[src/rtl/instruction_fetch_queue.sv]
// Fetch stage with a DEPTH-entry prefetch FIFO of {instruction, PC} pairs, drained by decode over valid/ready.
// Define IFQ_BYPASS_EN to present a response arriving into an empty FIFO combinationally on out_*.
module instruction_fetch_queue #(
    parameter int unsigned       ADDR_W   = 64,
    parameter int unsigned       INSTR_W  = 32,
    parameter int unsigned       DEPTH    = 4,
    parameter logic [ADDR_W-1:0] RESET_PC = '0,
    parameter int unsigned       PC_STEP  = 4
) (
    input  logic                     clock,
    input  logic                     reset,
    input  logic                     redirect,
    input  logic [ADDR_W-1:0]        redirect_pc,
    output logic                     imem_en,
    output logic [ADDR_W-1:0]        imem_addr,
    input  logic [INSTR_W-1:0]       imem_rdata,
    output logic                     out_valid,
    input  logic                     out_ready,
    output logic [INSTR_W-1:0]       out_instr,
    output logic [ADDR_W-1:0]        out_pc,
    output logic [ADDR_W-1:0]        out_pc_link,
    output logic [$clog2(DEPTH):0]   occupancy
);

    localparam int unsigned PTR_W = $clog2(DEPTH);
    localparam int unsigned CNT_W = PTR_W + 1;
    localparam logic [CNT_W-1:0]  DEPTH_C = CNT_W'(DEPTH);
    localparam logic [ADDR_W-1:0] STEP_C  = ADDR_W'(PC_STEP);

    typedef enum logic [1:0] {
        BOOT = 2'd0,
        RUN  = 2'd1,
        HOLD = 2'd2
    } state_t;

    typedef struct packed {
        logic [INSTR_W-1:0] instr;
        logic [ADDR_W-1:0]  pc;
    } entry_t;

    state_t             state_q;
    logic [ADDR_W-1:0]  fpc_q;
    logic               infl_q;
    logic [ADDR_W-1:0]  infl_pc_q;
    entry_t             fifo_mem [DEPTH];
    logic [PTR_W-1:0]   rd_ptr_q;
    logic [PTR_W-1:0]   wr_ptr_q;
    logic [CNT_W-1:0]   count_q;
    entry_t             hold_q;
    logic [ADDR_W-1:0]  hold_link_q;

    logic               credit;
    logic               issue;
    logic               fifo_has;
    logic               bypass;
    logic               pop;
    logic               fifo_pop;
    logic               push;
    entry_t             cur;

    // Credit counts the word in flight but not a same-cycle pop, so the FIFO can never overflow.
    assign credit    = (count_q + CNT_W'(infl_q)) < DEPTH_C;
    assign issue     = (state_q == RUN) && credit && !redirect;
    assign imem_en   = issue;
    assign imem_addr = fpc_q;
    assign occupancy = count_q;

    // NOTE: every signal assigned in always_comb gets a default first so no path can infer a latch.
    always_comb begin
        fifo_has = (count_q != '0);
        bypass   = 1'b0;
`ifdef IFQ_BYPASS_EN
        bypass   = infl_q && !fifo_has;
`endif
        out_valid = fifo_has || bypass;
        cur       = hold_q;
        if (fifo_has) begin
            cur = fifo_mem[rd_ptr_q];
        end else if (bypass) begin
            cur = '{instr: imem_rdata, pc: infl_pc_q};
        end
        out_instr   = cur.instr;
        out_pc      = cur.pc;
        out_pc_link = out_valid ? (cur.pc + STEP_C) : hold_link_q;
        // A redirect discards any pop in the same cycle and drops the arriving response.
        pop      = out_valid && out_ready && !redirect;
        fifo_pop = pop && fifo_has;
        push     = infl_q && !redirect && !(bypass && pop);
    end

    // NOTE: sequential state uses non-blocking assignments so every register samples pre-edge values.
    always_ff @(posedge clock or negedge reset) begin
        if (!reset) begin
            state_q   <= BOOT;
            fpc_q     <= RESET_PC;
            infl_q    <= 1'b0;
            infl_pc_q <= '0;
            rd_ptr_q  <= '0;
            wr_ptr_q  <= '0;
            count_q   <= '0;
        end else begin
            unique case (state_q)
                BOOT:    state_q <= RUN;
                RUN:     state_q <= credit ? RUN : HOLD;
                HOLD:    state_q <= credit ? RUN : HOLD;
                default: state_q <= BOOT;
            endcase
            if (redirect && state_q != BOOT) begin
                state_q <= RUN;
            end

            if (redirect) begin
                fpc_q <= {redirect_pc[ADDR_W-1:2], 2'b00};
            end else if (issue) begin
                fpc_q <= fpc_q + STEP_C;
            end

            infl_q <= issue;
            if (issue) begin
                infl_pc_q <= fpc_q;
            end

            if (redirect) begin
                rd_ptr_q <= '0;
                wr_ptr_q <= '0;
                count_q  <= '0;
            end else begin
                if (push) begin
                    wr_ptr_q <= wr_ptr_q + PTR_W'(1);
                end
                if (fifo_pop) begin
                    rd_ptr_q <= rd_ptr_q + PTR_W'(1);
                end
                unique case ({push, fifo_pop})
                    2'b10:   count_q <= count_q + CNT_W'(1);
                    2'b01:   count_q <= count_q - CNT_W'(1);
                    default: count_q <= count_q;
                endcase
            end
        end
    end

    // NOTE: the FIFO storage is not reset; count_q gates every read, so stale contents are never visible.
    always_ff @(posedge clock) begin
        if (push) begin
            fifo_mem[wr_ptr_q] <= '{instr: imem_rdata, pc: infl_pc_q};
        end
    end

    // Last presented head, shown while the FIFO is empty.
    always_ff @(posedge clock or negedge reset) begin
        if (!reset) begin
            hold_q      <= '0;
            hold_link_q <= '0;
        end else if (out_valid) begin
            hold_q      <= cur;
            hold_link_q <= out_pc_link;
        end
    end

endmodule

[config.mk]
export PLATFORM = sky130hd
export DESIGN_NAME = instruction_fetch_queue
export DESIGN_NICKNAME = d
export VERILOG_FILES = /design/src/rtl/instruction_fetch_queue.sv
export SDC_FILE = /design/constraint.sdc
export NUM_CORES = 1
export LEC_CHECK = 0
export CAP_MARGIN = 20
export CORE_MARGIN = 2
export CORE_UTILIZATION = 45
export CTS_CLUSTER_DIAMETER = 50
export CTS_CLUSTER_SIZE = 14
export DETAILED_ROUTE_END_ITERATION = 10
export PLACE_DENSITY = 0.68
export SETUP_SLACK_MARGIN = 0.02
export SLEW_MARGIN = 25
export SYNTH_ARGS = -nofsm -noshare
export SYNTH_HDL_FRONTEND = slang
export SYNTH_SLANG_ARGS = --single-unit
[constraint.sdc]
create_clock -name clock -period 19.8 [get_ports clock]
set_input_delay 5.94 -clock clock [delete_from_list [all_inputs] [get_ports clock]]
set_output_delay 5.94 -clock clock [all_outputs]
set_load 0.01 [all_outputs]
==> impl_metrics.env <==
export IMPL_ios=329
export IMPL_cts_htree_levels=3
export IMPL_drc=0
export IMPL_clkTransAtPathRegs_ps=50
export IMPL_post_cts_buffers=0
export IMPL_wl_per_cell_um=20.6
export IMPL_dr_first_iter_drc_count=1475
export IMPL_die_area_um2=65100
export IMPL_finalCritPeriodShare_pct=69.1
export IMPL_powerDensity_nw_per_um2=169
export IMPL_grt_usage_pct=21.7
export IMPL_postCtsResizedCells=0
export IMPL_area_growth_syn_to_layout_pct=22.7
export IMPL_ys_seq_elements=670
export IMPL_max_freq_mhz=73.1
export IMPL_end_kind="output port"
export IMPL_drv_cap=0
export IMPL_gp_congestion=0.894
export IMPL_max_slew_margin_rel_pct=29.5
export IMPL_rsz0062_at_grt="false"
export IMPL_netlist_instances=2214
export IMPL_grt_max_degree=214
export IMPL_intPower_w=0.00374
export IMPL_viasPerCell=5.35
export IMPL_clk_latency_ps=600
export IMPL_worst_pin_slew_ps=1050
export IMPL_p_seq_share_pct=35.9
export IMPL_worstHoldPathType="register to register"
export IMPL_cts_made_buffers=72
export IMPL_vias=18367
export IMPL_firstDrtPassIters=5
export IMPL_required_ps=13860
export IMPL_die_w_um=255
export IMPL_status="finished clean"
export IMPL_peakVddDrop_v=0.000128
export IMPL_cts_tree="done"
export IMPL_grt_pass1_wl_um=107000
export IMPL_path_max_fanout=67
export IMPL_start_util_pct=45.2
export IMPL_pwr_share_clk_pct=23.3
export IMPL_fin_skew_ps=29.1
export IMPL_ys_warn_count=0
export IMPL_final_antenna_net_count=0
export IMPL_synth_edf_count=376
export IMPL_nets=2635
export IMPL_start_kind="input port"
export IMPL_tns_ps=0
export IMPL_core_area_um2=62700
export IMPL_fp_dieH_um=255
export IMPL_rows=92
export IMPL_drive_above_1_share_pct=10.1
export IMPL_ys_async_sr_fraction_pct=43.9
export IMPL_cts_root_buf="clkbuf_16"
export IMPL_slew_violations=0
export IMPL_power_frac_comb_pct=40.8
export IMPL_setup_viol=0
export IMPL_critPathArrivalTime_ps=7740
export IMPL_antenna_found_initial=1
export IMPL_dp_hpwl_um=47600
export IMPL_grt_overflow=0
export IMPL_clockBufferDepth=3
export IMPL_grt_pass1_vias=17943
export IMPL_syn_area_per_cell_um2=12.8
export IMPL_static_leakage_power_nw=13.4
export IMPL_synth_cell_type_count=63
export IMPL_final_core_util_pct=55.5
export IMPL_clkSinkCount=670
export IMPL_ctsHoldBuffers=0
export IMPL_p_sw_share_pct=36.4
export IMPL_wl_um=70600
export IMPL_hold_viol=0
export IMPL_period_minus_slack_ps=13680
export IMPL_io_buffers=324
export IMPL_seq_area_frac_synth_pct=65.7
export IMPL_netlist_area_um2=28400
export IMPL_critPathKind="input port to output port"
export IMPL_synth_ff_type="edfxtp_1"
export IMPL_p_switching_w=0.00214
[cells in the final DEF, fill, tap and decap left out, types with 22 or more instances in the layout]
master,count
clkdlybuf4s50_1,322
nand2_1,643
nand4_1,54
dfrtp_1,292
edfxtp_1,376
clkbuf_16,72
nand3_1,69
nor2_1,42
mux2_2,31
xnor2_1,60
inv_1,22
clkbuf_1,22
nor3_1,25
mux4_2,76
xor2_1,58
o21ai_0,152
[flip-flops by register name (all words and copies together) (netlist names)]
signal and count:
wr_ptr_q 2, rd_ptr_q 2, infl_pc_q 62, infl_q 1
hold_link_q 64, hold_q 96, state_q 2, occupancy 3
imem_addr 62, fifo_mem 376
[area by class of cell]
cell class / instances / area, um^2
diodes: 3 / 7.51
clock buffers: 95 / 1900
clock inverters: 36 / 508
fillers: 5145 / 27900
inverters: 24 / 95.1
multi-input cells: 1412 / 9150
flip-flops and latches: 670 / 18700
well taps: 846 / 1060
repair buffers: 345 / 3440
[metrics by stage]
step           total power [W]  std cells  area (um^2)  worst slack, ps  hold slack (ps)
2_1_floorplan          0.00340       2215        28400             7280              433
4_1_cts                0.00593       3426        34800             6100              463
6_report               0.00589       3431        34800             6120              456
3_5_place_dp           0.00454       3295        32400             6090              449
5_1_grt                0.00621       3429        34800             5950              479
3_3_place_gp           0.00448       3295        32400             6130              443
[worst max-delay path, stage by stage]
cell             delay [ps]
buf_4                   340
inv_1                   180
nand3_2                  90
buf_4                   560
inv_2                    90
clkdlybuf4s50_1         500
[kinds of logic after synthesis]
group                      count (synthesis)  share of synthesized area, %
and+or+nand+nor                          930                          14.4
DFF                                      670                          65.7
AOI/OAI and AO/OA                        213                          4.19
muxes                                    139                          9.42
buffers and inverters                    133                          2.13
xor gates and xnor gates                 118                          3.64
adders and majority gates                 10                         0.467
other                                      1                        0.0132
[power by group through the flow]
stage | registers, W | logic [W] | clock network, W
floorplan | 0.00205 | 0.00136 | 0
global placement | 0.00211 | 0.00237 | 0
detailed placement | 0.00214 | 0.00241 | 0
CTS | 0.00211 | 0.00242 | 0.00140
global route | 0.00215 | 0.00261 | 0.00145
finish | 0.00211 | 0.00240 | 0.00137
[synthesized netlist by cell type, types with 5 or more instances]
library cell | n | area [um^2]
xor2_1 | 58 | 508
o21ai_0 | 152 | 761
nor3_1 | 26 | 130
a21o_1 | 8 | 60.1
mux4_2 | 76 | 1710
nor4_1 | 15 | 93.8
mux2i_1 | 14 | 140
mux4_1 | 18 | 473
a21oi_1 | 17 | 85.1
nand4_1 | 54 | 338
mux2_2 | 31 | 349
buf_4 | 5 | 37.5
buf_6 | 6 | 67.6
and2_1 | 25 | 156
a22oi_1 | 7 | 52.6
edfxtp_1 | 376 | 11300
and3_1 | 18 | 113
nand2_1 | 643 | 2410
nand3_1 | 70 | 350
and4_1 | 10 | 87.6
ha_1 | 9 | 113
clkbuf_1 | 72 | 270
nor2_1 | 42 | 158
inv_1 | 23 | 86.3
xnor2_1 | 60 | 526
dfrtp_1 | 294 | 7360
buf_2 | 8 | 40.0
buf_1 | 15 | 56.3
a222oi_1 | 5 | 50.1
[worst paths after layout]
check	start	endpoint	slack [ps]	cells after the start
min	hold_q[84]	hold_q[84]	460	2
max reg2reg	rd_ptr_q[0]	hold_link_q[60]	14490	9
max in group asynchronous	reset	hold_q[69]	12350	4
min reg2reg	hold_q[84]	hold_q[84]	460	2
min in group asynchronous	reset	imem_addr[14]	5220	1
max	redirect	imem_en	6120	6
[metal layers]
| layer | GRT usage [%] | part of all wire (%) |
|---|---|---|
| met5 | 0 | 0 |
| met4 | 7.94 | 3.0 |
| met3 | 3.44 | 5.7 |
| met1 | 32.4 | 46 |
| met2 | 32.4 | 45 |
Power figures use the tool's default switching activity.
